**src/rtl/sha256_round_ctrl.sv**
```systemverilog
// SHA-256 single-block compression engine: one round per clock, in-place
// 16-word message schedule, chaining digest held in H0..H7.
module sha256_round_ctrl (
  input  logic         in_clk,
  input  logic         in_rst_n,
  input  logic         in_start,
  input  logic         in_init,
  input  logic [511:0] in_block,
  output logic         out_ready,
  output logic         out_busy,
  output logic         out_done,
  output logic [255:0] out_digest
);

  localparam int unsigned WORD_W     = 32;
  localparam int unsigned NUM_ROUNDS = 64;
  localparam int unsigned BUF_WORDS  = 16;
  localparam int unsigned HASH_WORDS = 8;
  localparam int unsigned T_W        = 6;
  localparam int unsigned SLOT_W     = 4;

  localparam logic [WORD_W-1:0] K [NUM_ROUNDS] = '{
    32'h428a2f98, 32'h71374491, 32'hb5c0fbcf, 32'he9b5dba5, 32'h3956c25b, 32'h59f111f1, 32'h923f82a4, 32'hab1c5ed5,
    32'hd807aa98, 32'h12835b01, 32'h243185be, 32'h550c7dc3, 32'h72be5d74, 32'h80deb1fe, 32'h9bdc06a7, 32'hc19bf174,
    32'he49b69c1, 32'hefbe4786, 32'h0fc19dc6, 32'h240ca1cc, 32'h2de92c6f, 32'h4a7484aa, 32'h5cb0a9dc, 32'h76f988da,
    32'h983e5152, 32'ha831c66d, 32'hb00327c8, 32'hbf597fc7, 32'hc6e00bf3, 32'hd5a79147, 32'h06ca6351, 32'h14292967,
    32'h27b70a85, 32'h2e1b2138, 32'h4d2c6dfc, 32'h53380d13, 32'h650a7354, 32'h766a0abb, 32'h81c2c92e, 32'h92722c85,
    32'ha2bfe8a1, 32'ha81a664b, 32'hc24b8b70, 32'hc76c51a3, 32'hd192e819, 32'hd6990624, 32'hf40e3585, 32'h106aa070,
    32'h19a4c116, 32'h1e376c08, 32'h2748774c, 32'h34b0bcb5, 32'h391c0cb3, 32'h4ed8aa4a, 32'h5b9cca4f, 32'h682e6ff3,
    32'h748f82ee, 32'h78a5636f, 32'h84c87814, 32'h8cc70208, 32'h90befffa, 32'ha4506ceb, 32'hbef9a3f7, 32'hc67178f2
  };

  localparam logic [WORD_W-1:0] IV [HASH_WORDS] = '{
    32'h6a09e667, 32'hbb67ae85, 32'h3c6ef372, 32'ha54ff53a,
    32'h510e527f, 32'h9b05688c, 32'h1f83d9ab, 32'h5be0cd19
  };

  typedef enum logic [2:0] {
    S_IDLE  = 3'd0,
    S_LOAD  = 3'd1,
    S_ROUND = 3'd2,
    S_FINAL = 3'd3,
    S_DONE  = 3'd4
  } state_t;

  function automatic logic [WORD_W-1:0] rotr(input logic [WORD_W-1:0] x, input int unsigned n);
    return (x >> n) | (x << (WORD_W - n));
  endfunction

  function automatic logic [WORD_W-1:0] big_sigma0(input logic [WORD_W-1:0] x);
    return rotr(x, 2) ^ rotr(x, 13) ^ rotr(x, 22);
  endfunction

  function automatic logic [WORD_W-1:0] big_sigma1(input logic [WORD_W-1:0] x);
    return rotr(x, 6) ^ rotr(x, 11) ^ rotr(x, 25);
  endfunction

  function automatic logic [WORD_W-1:0] small_sigma0(input logic [WORD_W-1:0] x);
    return rotr(x, 7) ^ rotr(x, 18) ^ (x >> 3);
  endfunction

  function automatic logic [WORD_W-1:0] small_sigma1(input logic [WORD_W-1:0] x);
    return rotr(x, 17) ^ rotr(x, 19) ^ (x >> 10);
  endfunction

  state_t state, state_next;

  logic [T_W-1:0]    t;
  logic [WORD_W-1:0] w_buf [BUF_WORDS];
  logic [WORD_W-1:0] h_reg [HASH_WORDS];
  logic [WORD_W-1:0] wv    [HASH_WORDS];

  logic [SLOT_W-1:0] slot, slot_m2, slot_m7, slot_m15;
  logic              sched_ext;
  logic [WORD_W-1:0] w_t, t1, t2;

  // State register
  always_ff @(posedge in_clk or negedge in_rst_n) begin
    if (!in_rst_n) state <= S_IDLE;
    else           state <= state_next;
  end

  // Next-state decode
  always_comb begin
    state_next = state;
    case (state)
      S_IDLE:  if (in_start) state_next = S_LOAD;
      S_LOAD:  state_next = S_ROUND;
      S_ROUND: if (t == T_W'(NUM_ROUNDS - 1)) state_next = S_FINAL;
      S_FINAL: state_next = S_DONE;
      S_DONE:  state_next = S_IDLE;
      default: state_next = S_IDLE;
    endcase
  end

  // Round datapath: schedule word for round t, then T1/T2
  always_comb begin
    slot      = t[SLOT_W-1:0];
    slot_m2   = slot - SLOT_W'(2);
    slot_m7   = slot - SLOT_W'(7);
    slot_m15  = slot - SLOT_W'(15);
    sched_ext = (t[T_W-1:SLOT_W] != '0);
    w_t       = w_buf[slot];
    if (sched_ext) begin
      w_t = small_sigma1(w_buf[slot_m2]) + w_buf[slot_m7]
          + small_sigma0(w_buf[slot_m15]) + w_buf[slot];
    end
    t1 = wv[7] + big_sigma1(wv[4]) + ((wv[4] & wv[5]) ^ (~wv[4] & wv[6])) + K[t] + w_t;
    t2 = big_sigma0(wv[0]) + ((wv[0] & wv[1]) ^ (wv[0] & wv[2]) ^ (wv[1] & wv[2]));
  end

  // Status outputs, registered from the next state
  always_ff @(posedge in_clk or negedge in_rst_n) begin
    if (!in_rst_n) begin
      out_ready <= 1'b1;
      out_busy  <= 1'b0;
      out_done  <= 1'b0;
    end else begin
      out_ready <= (state_next == S_IDLE);
      out_busy  <= (state_next == S_LOAD) || (state_next == S_ROUND) || (state_next == S_FINAL);
      out_done  <= (state_next == S_DONE);
    end
  end

  // Block capture, working registers, schedule buffer and chaining value
  always_ff @(posedge in_clk or negedge in_rst_n) begin
    if (!in_rst_n) begin
      t <= '0;
      for (int i = 0; i < BUF_WORDS; i++)  w_buf[i] <= '0;
      for (int i = 0; i < HASH_WORDS; i++) begin
        wv[i]    <= '0;
        h_reg[i] <= IV[i];
      end
    end else begin
      case (state)
        S_IDLE: begin
          if (in_start) begin
            for (int i = 0; i < BUF_WORDS; i++) w_buf[i] <= in_block[511 - 32*i -: 32];
            if (in_init) begin
              for (int i = 0; i < HASH_WORDS; i++) h_reg[i] <= IV[i];
            end
          end
        end
        S_LOAD: begin
          for (int i = 0; i < HASH_WORDS; i++) wv[i] <= h_reg[i];
          t <= '0;
        end
        S_ROUND: begin
          if (sched_ext) w_buf[slot] <= w_t;
          wv[7] <= wv[6];
          wv[6] <= wv[5];
          wv[5] <= wv[4];
          wv[4] <= wv[3] + t1;
          wv[3] <= wv[2];
          wv[2] <= wv[1];
          wv[1] <= wv[0];
          wv[0] <= t1 + t2;
          // Counter parks at the last round instead of wrapping
          if (t != T_W'(NUM_ROUNDS - 1)) t <= t + T_W'(1);
        end
        S_FINAL: begin
          for (int i = 0; i < HASH_WORDS; i++) h_reg[i] <= h_reg[i] + wv[i];
        end
        default: ;
      endcase
    end
  end

  assign out_digest = {h_reg[0], h_reg[1], h_reg[2], h_reg[3],
                       h_reg[4], h_reg[5], h_reg[6], h_reg[7]};

endmodule
```
**config.mk**
```make
export PLATFORM = sky130hd
export DESIGN_NAME = sha256_round_ctrl
export DESIGN_NICKNAME = d
export VERILOG_FILES = /design/src/rtl/sha256_round_ctrl.sv
export SDC_FILE = /design/constraint.sdc
export NUM_CORES = 2
export LEC_CHECK = 0
export CORE_AREA = 3 3 287 501
export CTS_CLUSTER_SIZE = 40
export DETAILED_ROUTE_END_ITERATION = 8
export DIE_AREA = 0 0 290 504
export PLACE_DENSITY = 0.82
export SYNTH_ARGS = -nofsm -noshare
export SYNTH_HDL_FRONTEND = slang
export SYNTH_SLANG_ARGS = --single-unit
```
**constraint.sdc**
```tcl
create_clock -name in_clk -period 19.6 [get_ports in_clk]
set_clock_uncertainty 0.1 [all_clocks]
set_input_delay 1.96 -clock in_clk [delete_from_list [all_inputs] [get_ports in_clk]]
set_output_delay 1.96 -clock in_clk [all_outputs]
set_load 0.01 [all_outputs]
```
Yosys cells after proc, flatten, opt, wreduce, memory -nomap -nowiden
Memory sizes are Yosys's and may differ from the RTL's.
Cells that the tools add are included.

word-level totals
  memory bits (writable) = 0
  bits in registers = 1,036
  bits in read-only memories = 2,048
  memories = 1
  bits in latches = 0

cells by class
  multiplexer cells = 30
  reductions and logical operators = 12
  $add $sub $neg = 22
  equal/unequal tests = 13
  bitwise gates (word level) = 32
  shifts and indexed selects = 0
  multiply operators = 0
  divide/modulo/power cells = 0
  order comparisons = 6

memories
  memory            words  bits a word  read ports  clocked after memory_dff  wr ports  line  source
  (name not given)  64     32           1           0                         0         108   t1 = wv[7] + big_sigma1(wv[4]) + ((wv[4] & wv[5]) ^ (~wv[4] & wv[6])) + K[t] + w_t;

operators with widths
  cell                                     count
  2-to-1 mux 512 bit                       2
  one-hot mux 256 bit (2 select lines)     2
  one-hot mux 512 bit (2 select lines)     1
  adder 32 bit                             18
  binary-select mux 32 bit (select 4 bit)  4
  bitwise mux 512 bit                      1
  2-to-1 mux 256 bit                       2
  2-to-1 mux 32 bit                        12
  bitwise XOR 32 bit                       9
  AND 32 bit                               5
  demux 32 bit (select 4 bit)              1
  inverter 32 bit                          1
  bitwise OR 10 x 32 -> 32 bit             1
  bitwise OR 13 x 32 -> 32 bit             1
  bitwise OR 14 x 32 -> 32 bit             1
  bitwise OR 15 x 32 -> 32 bit             1
  bitwise OR 19 x 32 -> 32 bit             1
  bitwise OR 21 x 32 -> 32 bit             1
  bitwise OR 25 x 32 -> 32 bit             1
  bitwise OR 26 x 32 -> 32 bit             1
  bitwise OR 30 x 32 -> 32 bit             1
  bitwise OR 7 x 32 -> 32 bit              1
  bitwise XOR 32 x 22 -> 32 bit            1
  bitwise XOR 32 x 29 -> 32 bit            1
  25 further kinds                         45

Logic depth before layout (Yosys ltp)
  word-level depth = 15
  mapped depth = 67

Worst setup path before layout
Ideal clock, no wire load.

  path kind = flip-flop to flip-flop
  start = reg t[0]
  end = reg wv[255] (netlist name)
  period minus slack after synthesis = 14,377 ps
  stages on the path, launching flop included = 63
  setup slack = 5,223 ps
  buffers on the path = 14
  arrival = 14,200 ps
  required time = 19,424 ps
  path through = dfrtp_1 buf_6 buf_6 buf_6 buf_4 buf_2 buf_2 inv_1 clkbuf_1 clkbuf_1 ha_1 buf_2 buf_2 buf_1 clkbuf_1 buf_1 mux4_2 mux4_2 [... 27 more ...] a21oi_1 xnor2_1 inv_1 fa_1 inv_1 ha_1 a211o_1 or3_1 o211ai_1 a21oi_1 o41a_1 a311oi_1 o21bai_1 nand4_1 mux2i_1 a221oi_1 xnor3_1 o21ai_1

on the way
  longest elaborated chain between the ends = 15
  elaborated cells on any way between the ends = 39
  those cells by class = add/sub: 9; mux: 16; bitwise: 13; memory: 1

RTL lines
  element                                                                              line  source
  start: declaration                                                                   68    logic [T_W-1:0] t;
  start signal: assignment                                                             159   if (t != T_W'(NUM_ROUNDS - 1)) t <= t + T_W'(1);
  subtractor 4 x 2 -> 4 bit                                                            99    slot_m2 = slot - SLOT_W'(2);
  inverter 4 -> 5 bit (not written as such)                                            105   w_t = small_sigma1(w_buf[slot_m2]) + w_buf[slot_m7]
  binary-select mux 32 bit (select 4 bit)                                              105
  2-to-1 mux 32 bit (not written as such) (2 in series)                                105
  bitwise OR 15 x 32 -> 32 bit / bitwise OR 13 x 32 -> 32 bit (equally long branches)  47    return (x >> n) | (x << (WORD_W - n));
  bitwise XOR 32 bit                                                                   63    return rotr(x, 17) ^ rotr(x, 19) ^ (x >> 10);
  bitwise XOR 32 x 22 -> 32 bit                                                        63
  adder 32 bit                                                                         105
  adder 32 bit (2 in series)                                                           106   + small_sigma0(w_buf[slot_m15]) + w_buf[slot];
  2-to-1 mux 32 bit                                                                    104   if (sched_ext) begin
  adder 32 bit (*)                                                                     108
  adder 32 bit (*)                                                                     157   wv[0] <= t1 + t2;
  one-hot mux 256 bit (2 select lines) (*)                                             135   case (state)
  end: declaration                                                                     71    logic [WORD_W-1:0] wv [HASH_WORDS];

Every way passes the cells marked *; elsewhere a longest branch is shown, timed or not. The select of a mux whose other input is x is not followed.
A chain may end at the register's enable or synchronous reset.

Worst setup path in the final report
  start = reg t[1]
  end = reg wv[255] (netlist name)

Same word-level chain as after synthesis.

==> impl_metrics.yaml <==
die:
  dieArea_um2: 146000
  die_h_um: 504
  row_count: 182
  ios: 775
  core_um2: 140000
  start_util_pct: 59.8
  die_x_um: 290
critical_path:
  critical_path_class: "reg -> reg"
  reg2reg_slack_ns: 3.91
  crit_top_cell: "inv_1"
  required_ns: 20.25
  critPathMaxFanout: 56
  slowest_stage: "dfrtp_4"
  cpPeakStageDelay_ns: 0.69
  end_kind: "flop"
  rr_endpoint: "wv[255]"
  crit_family: "adder cells"
  path_buf_inv: 12
  r2r-start: "t[1]"
  start_kind: "flop"
  r2r_cells: 55
  arrival_ns: 16.34
clocking:
  clkSlewWorstSetupHoldPaths_ns: 0.07
  cts_root_buf: "clkbuf_16"
  cts_sinks: 1036
  postCtsResizedCells: 0
  htreeDepth: 3
  cts_made_buffers: 103
  ctsHoldBuffers: 0
  post-cts-setup-buffers: 0
  clock_path_buffers: 3
  clk_latency_ns: 0.87
  cts_tree: "built"
global_route:
  grt-ovfl-total: 0
  grt_max_degree: 216
  antenna_found_initial: 30
  grt_use_total_pct: 58.7
  grt_pass1_vias: 86500
  grt_pass1_wl_um: 621000
detailed_routing:
  route.detailed.wl_per_inst_um: 37.3
  wl_um: 439000
  top_layer_used: "met5"
  met1Wirelength_um: 124000
  wl_met2_um: 183000
  drt_iter0_drc: 13900
  vias_per_cell: 7.50
  route.detailed.drc: 41
  via_count: 88200
  antenna_left: 0
  first_pass_iters: 9
  met3_length_um: 65000
yosys:
  synth.most_common_cell: "a21oi_1"
  netlist_top_cells_count: "a21oi_1 (1112), dfrtp_1 (899), nor2_1 (855), nand2_1 (850), o21ai_0 (839)"
  ys_seq_area_share_pct: 31.1
  ys_top_cells_by_area: "dfrtp_1 (27%), mux4_2 (8.0%), a21oi_1 (6.6%)"
  synth_top_area_share_pct: 26.8
  async_flop_share_pct: 100
  synth_cells: 9423
  synth_edf_count: 0
  ys_seq_elements: 1036
  yosysUniqueCellTypes: 89
  synth_nets: 10500
  yosysTopAreaCell: "dfrtp_1"
  synth.avg_cell_area_um2: 8.90
  ys_warn_count: 0
  synth_area_um2: 83900
  synth_ff_type: "dfrtp_1"
placement:
  gp_congestion: 1.14
  post-place-ws_ns: 4.42
  port_buffers: 774
  post_dp_cell_area_um2: 92900
  hpwl_um: 316000
hold_path:
  hold_depth: 2
  hp-class: "reg -> reg"
  min_from: "out_digest[95]"
  min_to: "out_digest[95]"
timing:
  fmax_mhz: 63.7
  finalHoldWorstSlack_ns: 0.411
  rsz0062_at_grt: "no"
  fin_crit_sh_pct: 80.1
  slew_viol_final: 9
  tns_ns: 0
  relSlewSlack_pct: -8.00
  setup_viol: 0
  fin_crit_ns: 15.69
  hold_viol_final: 0
  setup_slack_ns: 3.91
  tightest_slew_ns: 1.61
final_layout:
  syn_to_final_growth_pct: 15.4
  seqCellArea_um2: 26100
  final_nets: 10900
  final_cell_area_um2: 96800
  drive_above_1_share_pct: 9.65
  num-fill-cells: 10800
  multi_input_area_um2: 53800
run:
  max_cap_violations: 5
run_status:
  status: "finished with violations"
  violations: "DRC, capacitance limit, slew limit"
-- state kept, by name, indices dropped and copies added (netlist names) --
| signal | count |
|---|---|
| out_ready | 1 |
| out_done | 1 |
| state | 3 |
| w_buf | 512 |
| out_busy | 1 |
| wv | 256 |
| out_digest | 256 |
| t | 6 |
-- final cells by class --
class                      count  share of cell area [%]
antenna                       42                   0.109
tap                         1840                    2.38
multi-input combinational   7269                    55.6
sequential                  1036                    27.0
inverter                     443                    1.72
timing repair buffer         939                    9.38
clock buffer                 134                    2.96
clock inverter                62                   0.882
-- logic make-up (layout without fill, tap and decap cells) --
kind of cell | Yosys count | count (layout) | share of synthesized area, %
AOI/OAI and AO/OA | 3214 | 3214 | 23.1
xor gates and xnor gates | 581 | 581 | 6.13
adders and majority gates | 589 | 589 | 10.5
buffers and inverters | 1118 | 1578 | 5.19
DFF | 1036 | 1036 | 31.1
muxes | 687 | 687 | 12.7
other | 0 | 42 | 0
and+or+nand+nor | 2198 | 2198 | 11.2
-- per-layer routing --
metal | vias to the layer above | global-route usage, %
li1 | 34600 | -
met1 | 41500 | 57.8
met2 | 8745 | 85.4
met3 | 3354 | 27.6
met4 | 12 | 66.3
met5 | - | 0.0659
-- metrics by stage --
step	utilization, %	cells
2_1_floorplan	-	9423
3_3_place_gp	66.3	11500
3_5_place_dp	66.3	11500
4_1_cts	68.9	11700
5_1_grt	69.0	11700
6_report	69.0	11800
-- worst min-delay path: cells and delay by family, from the launching register on --
family | cells | cell delay, ns
DFF | 1 | 0.38
AOI/OAI and AO/OA | 1 | 0.06
and+or+nand+nor | 1 | 0.06
-- worst max path at each step --
stage               slack, ns  endpoint  cells after the start  startpoint
finish                   3.91   wv[255]                     55        t[1]
global route             3.16   wv[255]                     56        t[0]
CTS                      4.35   wv[255]                     56        t[0]
detailed placement       4.42   wv[255]                     56        t[0]
global placement         4.58   wv[255]                     55        t[1]
floorplan                5.22   wv[255]                     62        t[0]
-- placed cells by master (no fill, tap or decap), types with 55 or more instances in the layout --
master,synthesis,routed
a211oi_1,135,135
a21o_1,170,170
a21oi_1,1112,1097
a22oi_1,257,257
a31oi_1,64,64
buf_4,11,157
clkbuf_16,0,103
clkdlybuf4s50_1,0,773
dfrtp_1,899,893
dfstp_2,137,137
fa_1,195,195
ha_1,390,387
inv_1,439,437
mux2i_1,340,332
mux4_2,299,299
nand2_1,850,838
nand3_1,89,89
nor2_1,855,837
nor2b_1,129,129
o21a_1,55,55
o21ai_0,839,835
o21bai_1,71,71
o22ai_1,135,134
xnor2_1,349,344
xor2_1,227,227
Power is left out: the tool's default activity adds up to more than one toggle a clock period on the data nets, which glitch-free logic cannot reach.
